--- src/rtl/t07_pkg.sv ---
// t07_pkg: shared types and constants for the writeback unit.
// Holds the result-source select, FSM state and load funct3 codes.
package t07_pkg;

    // Result source for a writeback request
    typedef enum logic [1:0] {
        WB_ALU  = 2'b00,
        WB_LOAD = 2'b01,
        WB_PC4  = 2'b10,
        WB_NONE = 2'b11
    } wb_sel_e;

    // Writeback FSM states
    typedef enum logic [1:0] {
        S_IDLE     = 2'd0,
        S_MEM_WAIT = 2'd1,
        S_WRITE    = 2'd2
    } state_e;

    // Load width/sign codes (funct3)
    localparam logic [2:0] F3_LB  = 3'b000;
    localparam logic [2:0] F3_LH  = 3'b001;
    localparam logic [2:0] F3_LW  = 3'b010;
    localparam logic [2:0] F3_LBU = 3'b100;
    localparam logic [2:0] F3_LHU = 3'b101;

endpackage

--- src/rtl/t07_load_extend.sv ---
// t07_load_extend: combinational little-endian byte/halfword selection
// and sign/zero extension of a memory read word.
// Ports: word/offset/funct3 in; data (extended value), illegal (misaligned
// access or unsupported funct3) out.
module t07_load_extend
    import t07_pkg::*;
(
    input  logic [31:0] word,
    input  logic [1:0]  offset,
    input  logic [2:0]  funct3,
    output logic [31:0] data,
    output logic        illegal
);

    logic [15:0] half;
    logic [7:0]  byte_v;

    // Bytes from the addressed offset upward; the top-byte case only
    // feeds byte loads, since a halfword there is misaligned anyway.
    always_comb begin
        half = 16'h0000;
        unique case (offset)
            2'd0:    half = word[15:0];
            2'd1:    half = word[23:8];
            2'd2:    half = word[31:16];
            default: half = {8'h00, word[31:24]};
        endcase
        byte_v = half[7:0];
    end

    always_comb begin
        data    = 32'h0000_0000;
        illegal = 1'b0;
        unique case (funct3)
            F3_LB: begin
                data = {{24{byte_v[7]}}, byte_v};
            end
            F3_LH: begin
                data    = {{16{half[15]}}, half};
                illegal = offset[0];
            end
            F3_LW: begin
                data    = word;
                illegal = |offset;
            end
            F3_LBU: begin
                data = {24'h00_0000, byte_v};
            end
            F3_LHU: begin
                data    = {16'h0000, half};
                illegal = offset[0];
            end
            default: begin
                illegal = 1'b1;
            end
        endcase
    end

endmodule

--- src/rtl/t07_writeback_unit.sv ---
// t07_writeback_unit: accepts a writeback request, optionally fetches a
// load word from memory, extends it and writes the register file once.
// Ports: clk/nrst; request (valid_i, wb_sel_i, rd_i, funct3_i,
// alu_result_i, pc_plus4_i); freeze_i; memory read port (mem_req_o,
// mem_addr_o, mem_ack_i, mem_rdata_i); register write port (write_reg_o,
// write_data_o, reg_write_o); status (busy_o, done_o, err_o).
module t07_writeback_unit
    import t07_pkg::*;
(
    input  logic        clk,
    input  logic        nrst,
    input  logic        valid_i,
    input  logic [1:0]  wb_sel_i,
    input  logic [4:0]  rd_i,
    input  logic [2:0]  funct3_i,
    input  logic [31:0] alu_result_i,
    input  logic [31:0] pc_plus4_i,
    input  logic        freeze_i,
    input  logic        mem_ack_i,
    input  logic [31:0] mem_rdata_i,
    output logic        mem_req_o,
    output logic [31:0] mem_addr_o,
    output logic [4:0]  write_reg_o,
    output logic [31:0] write_data_o,
    output logic        reg_write_o,
    output logic        busy_o,
    output logic        done_o,
    output logic        err_o
);

    state_e      state;
    state_e      state_nxt;
    wb_sel_e     sel_in;
    wb_sel_e     sel_q;
    logic [4:0]  rd_q;
    logic [2:0]  f3_q;
    logic [31:0] addr_q;
    logic [31:0] pc4_q;
    logic [31:0] rdata_q;
    logic        ack_q;
    logic        done_pend_q;
    logic        err_pend_q;
    logic [4:0]  wreg_q;
    logic [31:0] wdata_q;

    logic        accept;
    logic        capture;
    logic        ld_illegal;
    logic        ld_reject;
    logic [31:0] ld_data;
    logic [31:0] wb_value;
    logic [1:0]  le_off;
    logic [2:0]  le_f3;

    assign sel_in    = wb_sel_e'(wb_sel_i);
    assign accept    = (state == S_IDLE) && valid_i && !freeze_i;
    assign ld_reject = (sel_in == WB_LOAD) && ld_illegal;

    // First ack only; the word stays captured even if frozen.
    assign capture = (state == S_MEM_WAIT) && mem_ack_i && !ack_q;

    // In IDLE the extender checks the incoming request for legality;
    // afterwards it extends the captured word with the latched fields.
    assign le_off = (state == S_IDLE) ? alu_result_i[1:0] : addr_q[1:0];
    assign le_f3  = (state == S_IDLE) ? funct3_i : f3_q;

    t07_load_extend u_ext (
        .word    (rdata_q),
        .offset  (le_off),
        .funct3  (le_f3),
        .data    (ld_data),
        .illegal (ld_illegal)
    );

    always_comb begin
        wb_value = addr_q;
        unique case (1'b1)
            sel_q == WB_LOAD: wb_value = ld_data;
            sel_q == WB_PC4:  wb_value = pc4_q;
            default:          wb_value = addr_q;
        endcase
    end

    always_ff @(posedge clk or negedge nrst) begin
        if (!nrst) begin
            state <= S_IDLE;
        end else begin
            state <= state_nxt;
        end
    end

    always_comb begin
        state_nxt   = state;
        reg_write_o = 1'b0;
        done_o      = 1'b0;
        err_o       = 1'b0;
        mem_req_o   = (state == S_MEM_WAIT);
        busy_o      = (state != S_IDLE);
        unique case (state)
            S_IDLE: begin
                if (done_pend_q && !freeze_i) begin
                    done_o = 1'b1;
                    err_o  = err_pend_q;
                end
                if (accept) begin
                    unique case (sel_in)
                        WB_ALU:  state_nxt = S_WRITE;
                        WB_PC4:  state_nxt = S_WRITE;
                        WB_LOAD: state_nxt = ld_illegal ? S_IDLE
                                                        : S_MEM_WAIT;
                        default: state_nxt = S_IDLE;
                    endcase
                end
            end
            S_MEM_WAIT: begin
                if (!freeze_i && (mem_ack_i || ack_q)) begin
                    state_nxt = S_WRITE;
                end
            end
            S_WRITE: begin
                if (!freeze_i) begin
                    done_o      = 1'b1;
                    reg_write_o = |rd_q;
                    state_nxt   = S_IDLE;
                end
            end
            default: begin
                state_nxt = S_IDLE;
            end
        endcase
    end

    always_ff @(posedge clk or negedge nrst) begin
        if (!nrst) begin
            sel_q       <= WB_ALU;
            rd_q        <= 5'd0;
            f3_q        <= 3'd0;
            addr_q      <= 32'h0;
            pc4_q       <= 32'h0;
            rdata_q     <= 32'h0;
            ack_q       <= 1'b0;
            done_pend_q <= 1'b0;
            err_pend_q  <= 1'b0;
            wreg_q      <= 5'd0;
            wdata_q     <= 32'h0;
        end else begin
            if (accept) begin
                sel_q  <= sel_in;
                rd_q   <= rd_i;
                f3_q   <= funct3_i;
                addr_q <= alu_result_i;
                pc4_q  <= pc_plus4_i;
            end
            if (capture) begin
                rdata_q <= mem_rdata_i;
            end
            // Remembers an ack taken under freeze until the move to WRITE
            if (state_nxt != S_MEM_WAIT) begin
                ack_q <= 1'b0;
            end else if (capture) begin
                ack_q <= 1'b1;
            end
            // No-op and rejected requests finish from IDLE one cycle
            // later; a freeze holds the pending pulse.
            if (!freeze_i) begin
                done_pend_q <= accept && ((sel_in == WB_NONE) || ld_reject);
                err_pend_q  <= accept && ld_reject;
            end
            if (reg_write_o) begin
                wreg_q  <= rd_q;
                wdata_q <= wb_value;
            end
        end
    end

    assign mem_addr_o   = {addr_q[31:2], 2'b00};
    assign write_reg_o  = reg_write_o ? rd_q : wreg_q;
    assign write_data_o = reg_write_o ? wb_value : wdata_q;

endmodule
--- config.mk ---
export PLATFORM = sky130hd
export DESIGN_NAME = t07_writeback_unit
export DESIGN_NICKNAME = d
export VERILOG_FILES = /design/src/rtl/t07_pkg.sv /design/src/rtl/t07_load_extend.sv /design/src/rtl/t07_writeback_unit.sv
export SDC_FILE = /design/constraint.sdc
export NUM_CORES = 1
export LEC_CHECK = 0
export ABC_AREA = 1
export BUFFER_PORTS_ARGS = -buffer_cell sky130_fd_sc_hd__buf_2
export CAP_MARGIN = 20
export CORE_MARGIN = 2
export CORE_UTILIZATION = 54
export CTS_CLUSTER_DIAMETER = 60
export CTS_CLUSTER_SIZE = 12
export DETAILED_ROUTE_END_ITERATION = 12
export PLACE_DENSITY_LB_ADDON = 0.15
export SLEW_MARGIN = 30
export SYNTH_ARGS = -nofsm -noshare
export SYNTH_HDL_FRONTEND = slang
export SYNTH_SLANG_ARGS = --single-unit
--- constraint.sdc ---
create_clock -name clk -period 2.9 [get_ports clk]
set_clock_uncertainty 0.05 [all_clocks]
set_input_delay 0.58 -clock clk [delete_from_list [all_inputs] [get_ports clk]]
set_output_delay 0.58 -clock clk [all_outputs]
set_load 0.03 [all_outputs]
==> results of run 1 <==
worst min path at each step:
| stage | from | endpoint | slack, ns | depth (start not counted) |
|---|---|---|---|---|
| 3_3_place_gp | wreg_q[4]$_DFF_PN0_ | wreg_q[4]$_DFF_PN0_ | 0.40 | 2 |
| 2_1_floorplan | nrst | ack_q$_DFFE_PN0P_ | 0.23 | 0 |
| 3_5_place_dp | wreg_q[4]$_DFF_PN0_ | wreg_q[4]$_DFF_PN0_ | 0.40 | 2 |
| 6_report | pc_plus4_i[21] | pc4_q[21]$_DFFE_PN0P_ | 0.30 | 3 |
| 4_1_cts | pc_plus4_i[21] | pc4_q[21]$_DFFE_PN0P_ | 0.29 | 3 |
| 5_1_grt | pc_plus4_i[24] | pc4_q[24]$_DFFE_PN0P_ | 0.30 | 3 |
sequential cells by signal, summed over array words and instances, names as in the netlist:
name and count:
ack_q 1, err_pend_q 1, wreg_q 5, sel_q 2, addr_q 32, wdata_q 32, f3_q 3, state 2
pc4_q 32, done_pend_q 1, rdata_q 32, rd_q 5
layer usage:
| layer | global-route usage [%] | wire length, um |
|---|---|---|
| met1 | 38.6 | 9530 |
| met3 | 6.27 | 1250 |
| met5 | 0 | 0 |
| met4 | 8.55 | 458 |
| met2 | 45.9 | 10600 |
critical path: cells and delay by family, from the launching register on:
| family | cells | cell delay, ns |
|---|---|---|
| AO/OA/AOI/OAI | 2 | 0.21 |
| buffers and inverters | 6 | 0.78 |
| flip-flops | 1 | 0.44 |
| AND/OR/NAND/NOR | 7 | 0.70 |
report_power, final:
group	total, uW	leakage (uW)	switching, uW	internal (uW)
clock network	2400	0.000314	845	1560
logic	4990	0.00332	3140	1850
registers	3230	0.00184	421	2810
total	10600	0.00548	4410	6210
cells in the mapped netlist:
master	number
dfrtp_1	148
buf_2	5
nor2_1	25
a21oi_2	10
buf_4	32
nand2_2	5
nand2_4	3
o211ai_1	5
o21ai_1	1
nor4_1	1
conb_1	1
and2_1	2
inv_2	3
o221ai_1	1
o21ai_2	1
nand2_1	489
nand3_2	4
a21oi_1	72
o22ai_1	1
clkbuf_1	41
buf_6	6
nor2_2	1
nor2_4	2
nand3_1	18
nor3_1	1
inv_1	82
o21a_1	1
ha_1	2
o21ai_0	77
layout make-up:
cell class | instances | area [sq um] | area share (%)
clock buffer | 25 | 505 | 4.91
sequential | 148 | 3710 | 36.0
multi-input combinational | 726 | 3570 | 34.7
timing repair buffer | 242 | 1800 | 17.5
timing repair inverter | 1 | 8.76 | 0.0851
tap | 180 | 225 | 2.19
clock inverter | 7 | 141 | 1.37
inverter | 85 | 332 | 3.22
what timing repair did:
item | CTS | global route
cloned | 3 | 4
resized for setup | 151 | 72
endpoints found under the hold margin | 28 | 0
buffers inserted | 13 | 20
pin swaps | 17 | 49
hold buffers | 1 | 0
setup endpoints to repair | 32 | 33
kinds of logic (layout without fill, tap and decap cells):
kind of cell,after synthesis,after routing,synth area share (%)
and+or+nand+nor,551,553,28.6
AOI/OAI and AO/OA,169,169,11.9
buffers and inverters,169,360,10.6
DFF,148,148,48.6
adders and majority gates,2,2,0.328
other,1,2,0.0492
per-stage QoR:
stage	hold slack (ns)	cells	total power [uW]
after floorplan	0.234	1041	6000
after global placement	0.398	1342	7030
after detailed placement	0.402	1342	7080
after CTS	0.292	1391	10200
after global routing	0.305	1414	11200
final	0.298	1414	10600
==> flow_metrics.env, run 1 <==
export IMPL_clock_root_buffer="clkbuf_16"
export IMPL_synth_seq_cells=148
export IMPL_status="finished, violations left"
export IMPL_ios=185
export IMPL_clockBufferDepth=2
export IMPL_chipWidth_um=123
export IMPL_die_area_sq_um=15100
export IMPL_seq_area_frac_synth_pct=48.6
export IMPL_r2r_cells=16
export IMPL_cts_sinks=148
export IMPL_reg2reg_to="ack_q$_DFFE_PN0P_"
export IMPL_tns_ns=-7.02
export IMPL_hp_class="in -> reg"
export IMPL_power_density_nw_per_um2=1030
export IMPL_routedWlPerCell_um=15.5
export IMPL_r2r_start="state[0]$_DFF_PN0_"
export IMPL_slew_viol_final=0
export IMPL_hold_violations=0
export IMPL_synth_top_cell_area_share_pct=48.6
export IMPL_fin_crit_ns=3.21
export IMPL_cp_end_kind="output pin"
export IMPL_dp_worst_setup_slack_ns=0.0626
export IMPL_die_height_um=123
export IMPL_antenna_found_initial=0
export IMPL_synthToLayoutAreaGrowth_pct=35.0
export IMPL_grt_max_degree=72
export IMPL_cp_arrival_ns=2.58
export IMPL_vdd_drop_max_mv=0.840
export IMPL_synth_avg_cell_area_sq_um=7.33
export IMPL_cap_violations=0
export IMPL_gr_usage_all_layers_pct=28.5
export IMPL_crit_required_ns=2.27
export IMPL_design_area_sq_um=10300
export IMPL_wl_um=21900
export IMPL_ctsHtreeMaxLevel=4
export IMPL_yosys_area_top_type="dfrtp_1"
export IMPL_grt_overflow=0
export IMPL_drc_errors=0
export IMPL_crit_path_frequent_cell="nand2_2"
export IMPL_yosysUniqueCellTypes=29
export IMPL_cts_buffers=17
export IMPL_clk_latency_ns=0.42
export IMPL_n_antenna_cell=0
export IMPL_yosysWarnings=0
export IMPL_crit_path_start_kind="flop"
export IMPL_placed_area_sq_um=8570
export IMPL_worstSetupPathType="reg -> out"
export IMPL_grt_pass1_vias=6854
export IMPL_grt_pass1_wl_um=33200
export IMPL_path_cells="nor2_4 -> buf_12 -> buf_8 -> buf_6 -> o21ai_4 -> buf_4 -> and2_4 -> buf_12 -> a21oi_4 -> nand2_4 -> nand2_2 -> nand2_2 -> nand2_2 -> nand2_2 -> buf_6"
export IMPL_fin_crit_sh_pct=111
export IMPL_fin_nets=1334
export IMPL_vias=7281
export IMPL_setup_violations=32
export IMPL_slew_headroom_pct=66.4
export IMPL_synth_cells=1040
export IMPL_layout_common_cells="400 x nand2_1, 149 x buf_2, 146 x dfrtp_1"
export IMPL_r2r_setup_slack_ns=0.56
export IMPL_synth_area_leaders="dfrtp_1 49%, nand2_1 24%, o21ai_0 5.1%"
export IMPL_io_buffers=182
export IMPL_worst_pin_slew_ns=0.504
export IMPL_cpPeakStageDelay_ns=0.44
export IMPL_leakage_uw=0.00548
export IMPL_slowest_stage="dfrtp_2"
export IMPL_max_freq_mhz=311
export IMPL_first_pass_iters=5
export IMPL_clk_pin_slew_ns=0.06
export IMPL_fill_cells=1115
export IMPL_row_count=43
export IMPL_violations="setup timing"
export IMPL_worstPathMaxFanout=7
export IMPL_fin_util_pct=74.4
export IMPL_finalWorstSetupSlack_ns=-0.311
export IMPL_cp_endpoint="write_data_o[30]"
export IMPL_rsz0062_at_grt="true"
export IMPL_final_common_cell="nand2_1"
export IMPL_fp_coreArea_sq_um=13800
export IMPL_place_hpwl_um=14100
export IMPL_antenna_left=0
export IMPL_critPathLaunch="state[0]$_DFF_PN0_"
export IMPL_synth_area_sq_um=7620
export IMPL_start_util_pct=55.1
export IMPL_detail_route_iter0_violations=579
export IMPL_gp_congestion=0.945
export IMPL_via_per_inst=5.15
export IMPL_drive_above_1_share_pct=34.2
export IMPL_tritoncts="done"
No activity file was read; power rests on OpenSTA's default activity.
==> run 2, diff against run 1 <==
--- a/config.mk
+++ b/config.mk
@@ -13,6 +13,7 @@
 export CTS_CLUSTER_DIAMETER = 60
 export CTS_CLUSTER_SIZE = 12
 export DETAILED_ROUTE_END_ITERATION = 12
+export MAX_ROUTING_LAYER = met4
 export PLACE_DENSITY_LB_ADDON = 0.15
 export SLEW_MARGIN = 30
 export SYNTH_ARGS = -nofsm -noshare
==> run 2 against run 1 <==
  * The run still ends with setup timing left
  * Wire length is 4.1% lower
  * Worst hold slack got worse by 0.20 ns
  * Core utilization fell by 3.1 points
  * Clock-buffer cell count decreased by 5
  * Non-clock buffer count shrank 23
  * Die area stayed put
  * Fmax rose by 5.2%
  * Largest cell class unchanged
==> flow_metrics.env, run 2 (synthesis gave the netlist of run 1 again) <==
export IMPL_vias=7182
export IMPL_max_freq_mhz=328
export IMPL_reg2reg_to="ack_q$_DFFE_PN0P_"
export IMPL_clk_latency_ns=0.43
export IMPL_first_pass_iters=5
export IMPL_drive_above_1_share_pct=30.3
export IMPL_cp_end_kind="output pin"
export IMPL_drc_errors=0
export IMPL_rsz0062_at_grt="true"
export IMPL_synthToLayoutAreaGrowth_pct=29.4
export IMPL_grt_pass1_vias=6842
export IMPL_power_density_nw_per_um2=1030
export IMPL_cpPeakStageDelay_ns=0.46
export IMPL_worstPathMaxFanout=17
export IMPL_crit_required_ns=2.27
export IMPL_r2r_cells=14
export IMPL_hp_class="in -> async"
export IMPL_cp_arrival_ns=2.42
export IMPL_slew_viol_final=0
export IMPL_io_buffers=182
export IMPL_fin_crit_sh_pct=105
export IMPL_wl_um=21000
export IMPL_worst_pin_slew_ns=0.596
export IMPL_row_count=43
export IMPL_grt_max_degree=66
export IMPL_leakage_uw=0.00530
export IMPL_ctsHtreeMaxLevel=4
export IMPL_die_area_sq_um=15100
export IMPL_vdd_drop_max_mv=0.637
export IMPL_setup_violations=32
export IMPL_ios=185
export IMPL_fin_nets=1311
export IMPL_antenna_left=0
export IMPL_violations="setup timing"
export IMPL_start_util_pct=55.1
export IMPL_r2r_start="state[0]$_DFF_PN0_"
export IMPL_detail_route_iter0_violations=530
export IMPL_die_height_um=123
export IMPL_antenna_found_initial=1
export IMPL_grt_overflow=0
export IMPL_cp_top_family="simple AND/OR/NAND/NOR gates"
export IMPL_via_per_inst=5.17
export IMPL_tritoncts="done"
export IMPL_cts_buffers=17
export IMPL_routedWlPerCell_um=15.1
export IMPL_slowest_stage="dfrtp_2"
export IMPL_grt_pass1_wl_um=33400
export IMPL_clock_root_buffer="clkbuf_16"
export IMPL_placed_area_sq_um=8570
export IMPL_clockBufferDepth=2
export IMPL_layout_common_cells="435 x nand2_1, 149 x buf_2, 146 x dfrtp_1"
export IMPL_cts_sinks=148
export IMPL_design_area_sq_um=9860
export IMPL_place_hpwl_um=14100
export IMPL_crit_path_start_kind="flop"
export IMPL_fin_crit_ns=3.05
export IMPL_r2r_setup_slack_ns=0.71
export IMPL_clk_pin_slew_ns=0.06
export IMPL_final_common_cell="nand2_1"
export IMPL_slew_headroom_pct=60.3
export IMPL_fp_coreArea_sq_um=13800
export IMPL_status="finished, violations left"
export IMPL_gr_usage_all_layers_pct=29.5
export IMPL_holdWs_ns=0.0951
export IMPL_gp_congestion=0.927
export IMPL_finalWorstSetupSlack_ns=-0.153
export IMPL_crit_buf_inv=3
export IMPL_crit_path_frequent_cell="nand2_1"
export IMPL_chipWidth_um=123
export IMPL_worstSetupPathType="reg -> out"
export IMPL_hold_buffers=0
export IMPL_total_power_uw=10100
export IMPL_path_cells="nor2_4 -> buf_6 -> nand2_2 -> o21ai_4 -> nand3_4 -> buf_12 -> nor2_1 -> a21oi_2 -> nand2_1 -> nand2_1 -> nand2_1 -> nand2_1 -> nand2_2 -> buf_6"
export IMPL_cap_violations=0
export IMPL_hold_violations=0
[run 2: cell count changes in the layout (fill, tap and decap cells not counted), moves of 5 or more]
cell | before | now
a21oi_2 | 12 | 17
a21oi_4 | 5 | 0
buf_4 | 35 | 26
buf_6 | 42 | 35
nand2_1 | 400 | 435
nand2_2 | 88 | 52
[run 2: worst max path at each step]
stage                       start          endpoint  slack (ns)  depth (start not counted)
4_1_cts        state[1]$_DFF_PN0_  write_data_o[13]       -0.15                         14
5_1_grt        state[0]$_DFF_PN0_  write_data_o[14]       -0.31                         14
3_5_place_dp      alu_result_i[1]  write_data_o[19]        0.02                         13
6_report       state[0]$_DFF_PN0_  write_data_o[31]       -0.15                         14
3_3_place_gp      alu_result_i[0]  write_data_o[31]        0.08                         12
2_1_floorplan            freeze_i    write_reg_o[0]        0.23                          6
[run 2: per-layer routing]
metal	wire length [um]	track usage [%]	vias to the layer above
li1	-	-	3514
met1	9360	39.0	3381
met2	10000	45.7	256
met3	1270	6.09	31
met4	351	9.70	0
met5	0	-	-
[run 2: where the power goes]
part / switching, uW / internal, uW / leakage, uW
registers: 424 / 2810 / 0.00184
clock network: 836 / 1450 / 0.000296
logic: 2990 / 1630 / 0.00316
total: 4250 / 5890 / 0.00530
[run 2: per-stage QoR]
step / utilization, % / setup slack, ns / std cells / setup TNS, ns
6_report: 71.3 / -0.153 / 1390 / -3.62
4_1_cts: 70.0 / -0.153 / 1383 / -3.58
3_5_place_dp: 62.0 / 0.0156 / 1343 / 0
3_3_place_gp: 62.0 / 0.0763 / 1343 / 0
5_1_grt: 71.3 / -0.306 / 1390 / -8.48
2_1_floorplan: - / 0.225 / 1041 / 0
[run 2: final cells by class]
type	instances	area, sq um
sequential	148	3710
inverter	85	335
tap	180	225
timing repair inverter	1	8.76
antenna	1	2.50
clock inverter	10	156
timing repair buffer	219	1520
multi-input combinational	726	3470
clock buffer	20	447
fill	1177	3970
[run 2: repair_timing]
| item | CTS | global route |
|---|---|---|
| resized for setup | 140 | 42 |
| setup buffers | 7 | 6 |
| gates cloned | 3 | 0 |
| endpoints found under the setup margin | 32 | 32 |
| pin swaps | 11 | 6 |
[run 2: worst register-to-register path, delay by kind of cell, from the launching register on]
kind	cells	cell delay, ns
and+or+nand+nor	7	0.81
AOI/OAI and AO/OA	2	0.18
buffers and inverters	5	0.63
DFF	1	0.46
==> run 3, diff against run 2 <==
==> constraint.sdc (replaced) <==
create_clock -name clk -period 2.9 [get_ports clk]
set_clock_uncertainty 0.05 [all_clocks]
set_input_delay 0 -clock clk [delete_from_list [all_inputs] [get_ports clk]]
set_output_delay 0 -clock clk [all_outputs]
set_load 0.03 [all_outputs]
==> run 3 against run 2 <==
  * The flow now finishes without violations
  * Clock-buffer cell count rose by 5
  * Register-to-register slack about the same
  * Core utilization rose by 2.4 points
  * Global-route usage is 1.8 points higher
  * Final area grew 3.3%
  * Non-clock buffer count is 93 higher
  * Critical path depth unchanged
  * Largest power group unchanged
==> flow_metrics.env, run 3 (synthesis gave the netlist of run 1 again) <==
export IMPL_status="completed"
export IMPL_cts_buffers=17
export IMPL_antenna_left=0
export IMPL_finalWorstSetupSlack_ns=0.177
export IMPL_n_antenna_cell=0
export IMPL_rsz0062_at_grt="false"
export IMPL_p_int_uw=5490
export IMPL_fin_crit_ns=2.72
export IMPL_cp_end_kind="output pin"
export IMPL_place_hpwl_um=14300
export IMPL_vias=7527
export IMPL_dp_worst_setup_slack_ns=0.551
export IMPL_r2r_cells=13
export IMPL_vdd_drop_max_mv=0.615
export IMPL_cpPeakStageDelay_ns=0.45
export IMPL_chipWidth_um=123
export IMPL_worstSetupPathType="reg -> out"
export IMPL_leakage_uw=0.00553
export IMPL_die_height_um=123
export IMPL_hp_class="in -> reg"
export IMPL_cp_arrival_ns=2.67
export IMPL_fill_cells=1107
export IMPL_crit_path_start_kind="flop"
export IMPL_worstPathMaxFanout=8
export IMPL_die_area_sq_um=15100
export IMPL_seq_power_share_pct=33.9
export IMPL_fin_crit_sh_pct=93.9
export IMPL_first_pass_iters=5
export IMPL_synthToLayoutAreaGrowth_pct=33.7
export IMPL_drc_errors=0
export IMPL_slew_viol_final=0
export IMPL_slew_headroom_pct=53.2
export IMPL_crit_path_frequent_cell="nand2_1"
export IMPL_grt_pass1_wl_um=35500
export IMPL_grt_overflow=0
export IMPL_detail_route_iter0_violations=555
export IMPL_wl_um=22200
export IMPL_fp_coreArea_sq_um=13800
export IMPL_grt_pass1_vias=7249
export IMPL_power_density_nw_per_um2=933
export IMPL_start_util_pct=55.1
export IMPL_layout_common_cells="488 x nand2_1, 181 x buf_2, 148 x dfrtp_1"
export IMPL_gr_usage_all_layers_pct=31.3
export IMPL_fin_nets=1401
export IMPL_io_buffers=182
export IMPL_crit_required_ns=2.85
export IMPL_drive_above_1_share_pct=20.3
export IMPL_whs_path_depth=5
export IMPL_total_power_uw=9500
export IMPL_tns_ns=0
export IMPL_p_switching_uw=4020
export IMPL_cap_violations=0
export IMPL_setup_violations=0
export IMPL_combPwrFrac_pct=42.0
export IMPL_routedWlPerCell_um=15.0
export IMPL_ios=185
export IMPL_via_per_inst=5.08
export IMPL_max_freq_mhz=367
export IMPL_clk_pin_slew_ns=0.06
export IMPL_worst_pin_slew_ns=0.703
export IMPL_switching_share_pct=42.3
export IMPL_antenna_found_initial=0
export IMPL_slowest_stage="dfrtp_1"
export IMPL_row_count=43
export IMPL_grt_max_degree=72
export IMPL_power_frac_clock_pct=24.2
export IMPL_tritoncts="done"
export IMPL_clk_latency_ns=0.42
export IMPL_multi_input_area_sq_um=3130
export IMPL_path_cells="nor2_4 -> buf_4 -> o21ai_2 -> nor2_2 -> and2_1 -> nand2_1 -> nand2_1 -> inv_1 -> nand2_1 -> nand2_1 -> nand2_1 -> nand2_1 -> nand2_1 -> buf_2"
export IMPL_gp_congestion=0.909
export IMPL_cts_sinks=148
export IMPL_final_common_cell="nand2_1"
export IMPL_clockBufferDepth=2
export IMPL_final_seq_area_sq_um=3700
export IMPL_hold_violations=0
export IMPL_ctsHtreeMaxLevel=4
export IMPL_clock_root_buffer="clkbuf_16"
run 3: cell types whose count changed in the layout (fill, tap and decap cells not counted), moves of 9 or more:
cell,change
o21ai_0,+9
buf_4,-9
nor2_1,+10
nor2_2,-9
nand2_2,-46
nand2_1,+53
dlygate4sd3_1,+110
buf_2,+32
buf_6,-33
run 3: timing repair:
| action | in CTS | in global routing |
|---|---|---|
| resized for setup | 0 | 1 |
| hold buffers | 110 | 0 |
| hold endpoints to repair | 179 | 0 |
| setup buffers | 0 | 3 |
| setup endpoints to repair | 0 | 19 |
run 3: worst paths after layout:
path	slack, ns	to	from
max in group asynchronous	1.78	wdata_q[14]$_DFF_PN0_	nrst
worst min register to register	0.41	wreg_q[4]$_DFF_PN0_	wreg_q[4]$_DFF_PN0_
worst max register to register	0.70	wdata_q[30]$_DFF_PN0_	state[1]$_DFF_PN0_
worst max-delay path	0.18	write_data_o[13]	state[1]$_DFF_PN0_
min in group asynchronous	0.11	addr_q[6]$_DFFE_PN0P_	nrst
worst min-delay path	0.09	pc4_q[16]$_DFFE_PN0P_	valid_i
run 3: stage by stage:
| step | instance area (sq um) | util, % | cells | hold WS [ns] |
|---|---|---|---|---|
| after global routing | 10200 | 73.7 | 1481 | 0.117 |
| after global placement | 8450 | 61.1 | 1336 | 0.0102 |
| after floorplan | 7630 | - | 1041 | -0.346 |
| after detailed placement | 8450 | 61.1 | 1336 | 0.00997 |
| after CTS | 10200 | 73.5 | 1478 | 0.0682 |
| final | 10200 | 73.7 | 1481 | 0.0861 |
run 3: power groups by stage:
stage | Sequential, uW | Combinational, uW | Clock (uW)
floorplan | 3110 | 2890 | 0
global placement | 3220 | 3770 | 0
detailed placement | 3240 | 3790 | 0
CTS | 3210 | 3940 | 2310
global route | 3300 | 4400 | 2390
finish | 3220 | 3990 | 2300
run 3: layout make-up:
| type | count | share of cell area (%) |
|---|---|---|
| multi-input cells | 724 | 30.7 |
| inverters | 85 | 3.13 |
| repair buffers | 312 | 21.6 |
| well taps | 180 | 2.21 |
| flip-flops and latches | 148 | 36.4 |
| clock buffers | 25 | 4.86 |
| clock inverters | 7 | 1.17 |
run 3: worst max-delay path, delay by kind of cell (launching register included):
| family | cells | cell delay (ns) |
|---|---|---|
| flip-flops | 1 | 0.45 |
| AND/OR/NAND/NOR | 10 | 1.30 |
| buffers and inverters | 3 | 0.42 |
| AO/OA/AOI/OAI | 1 | 0.07 |
run 3: layer usage:
metal	share of wire, %	GRT usage, %	up-vias
met3	5.8	5.95	35
met4	1.6	8.69	0
li1	-	-	3684
met5	0	-	-
met2	49	50.9	268
met1	44	40.2	3540
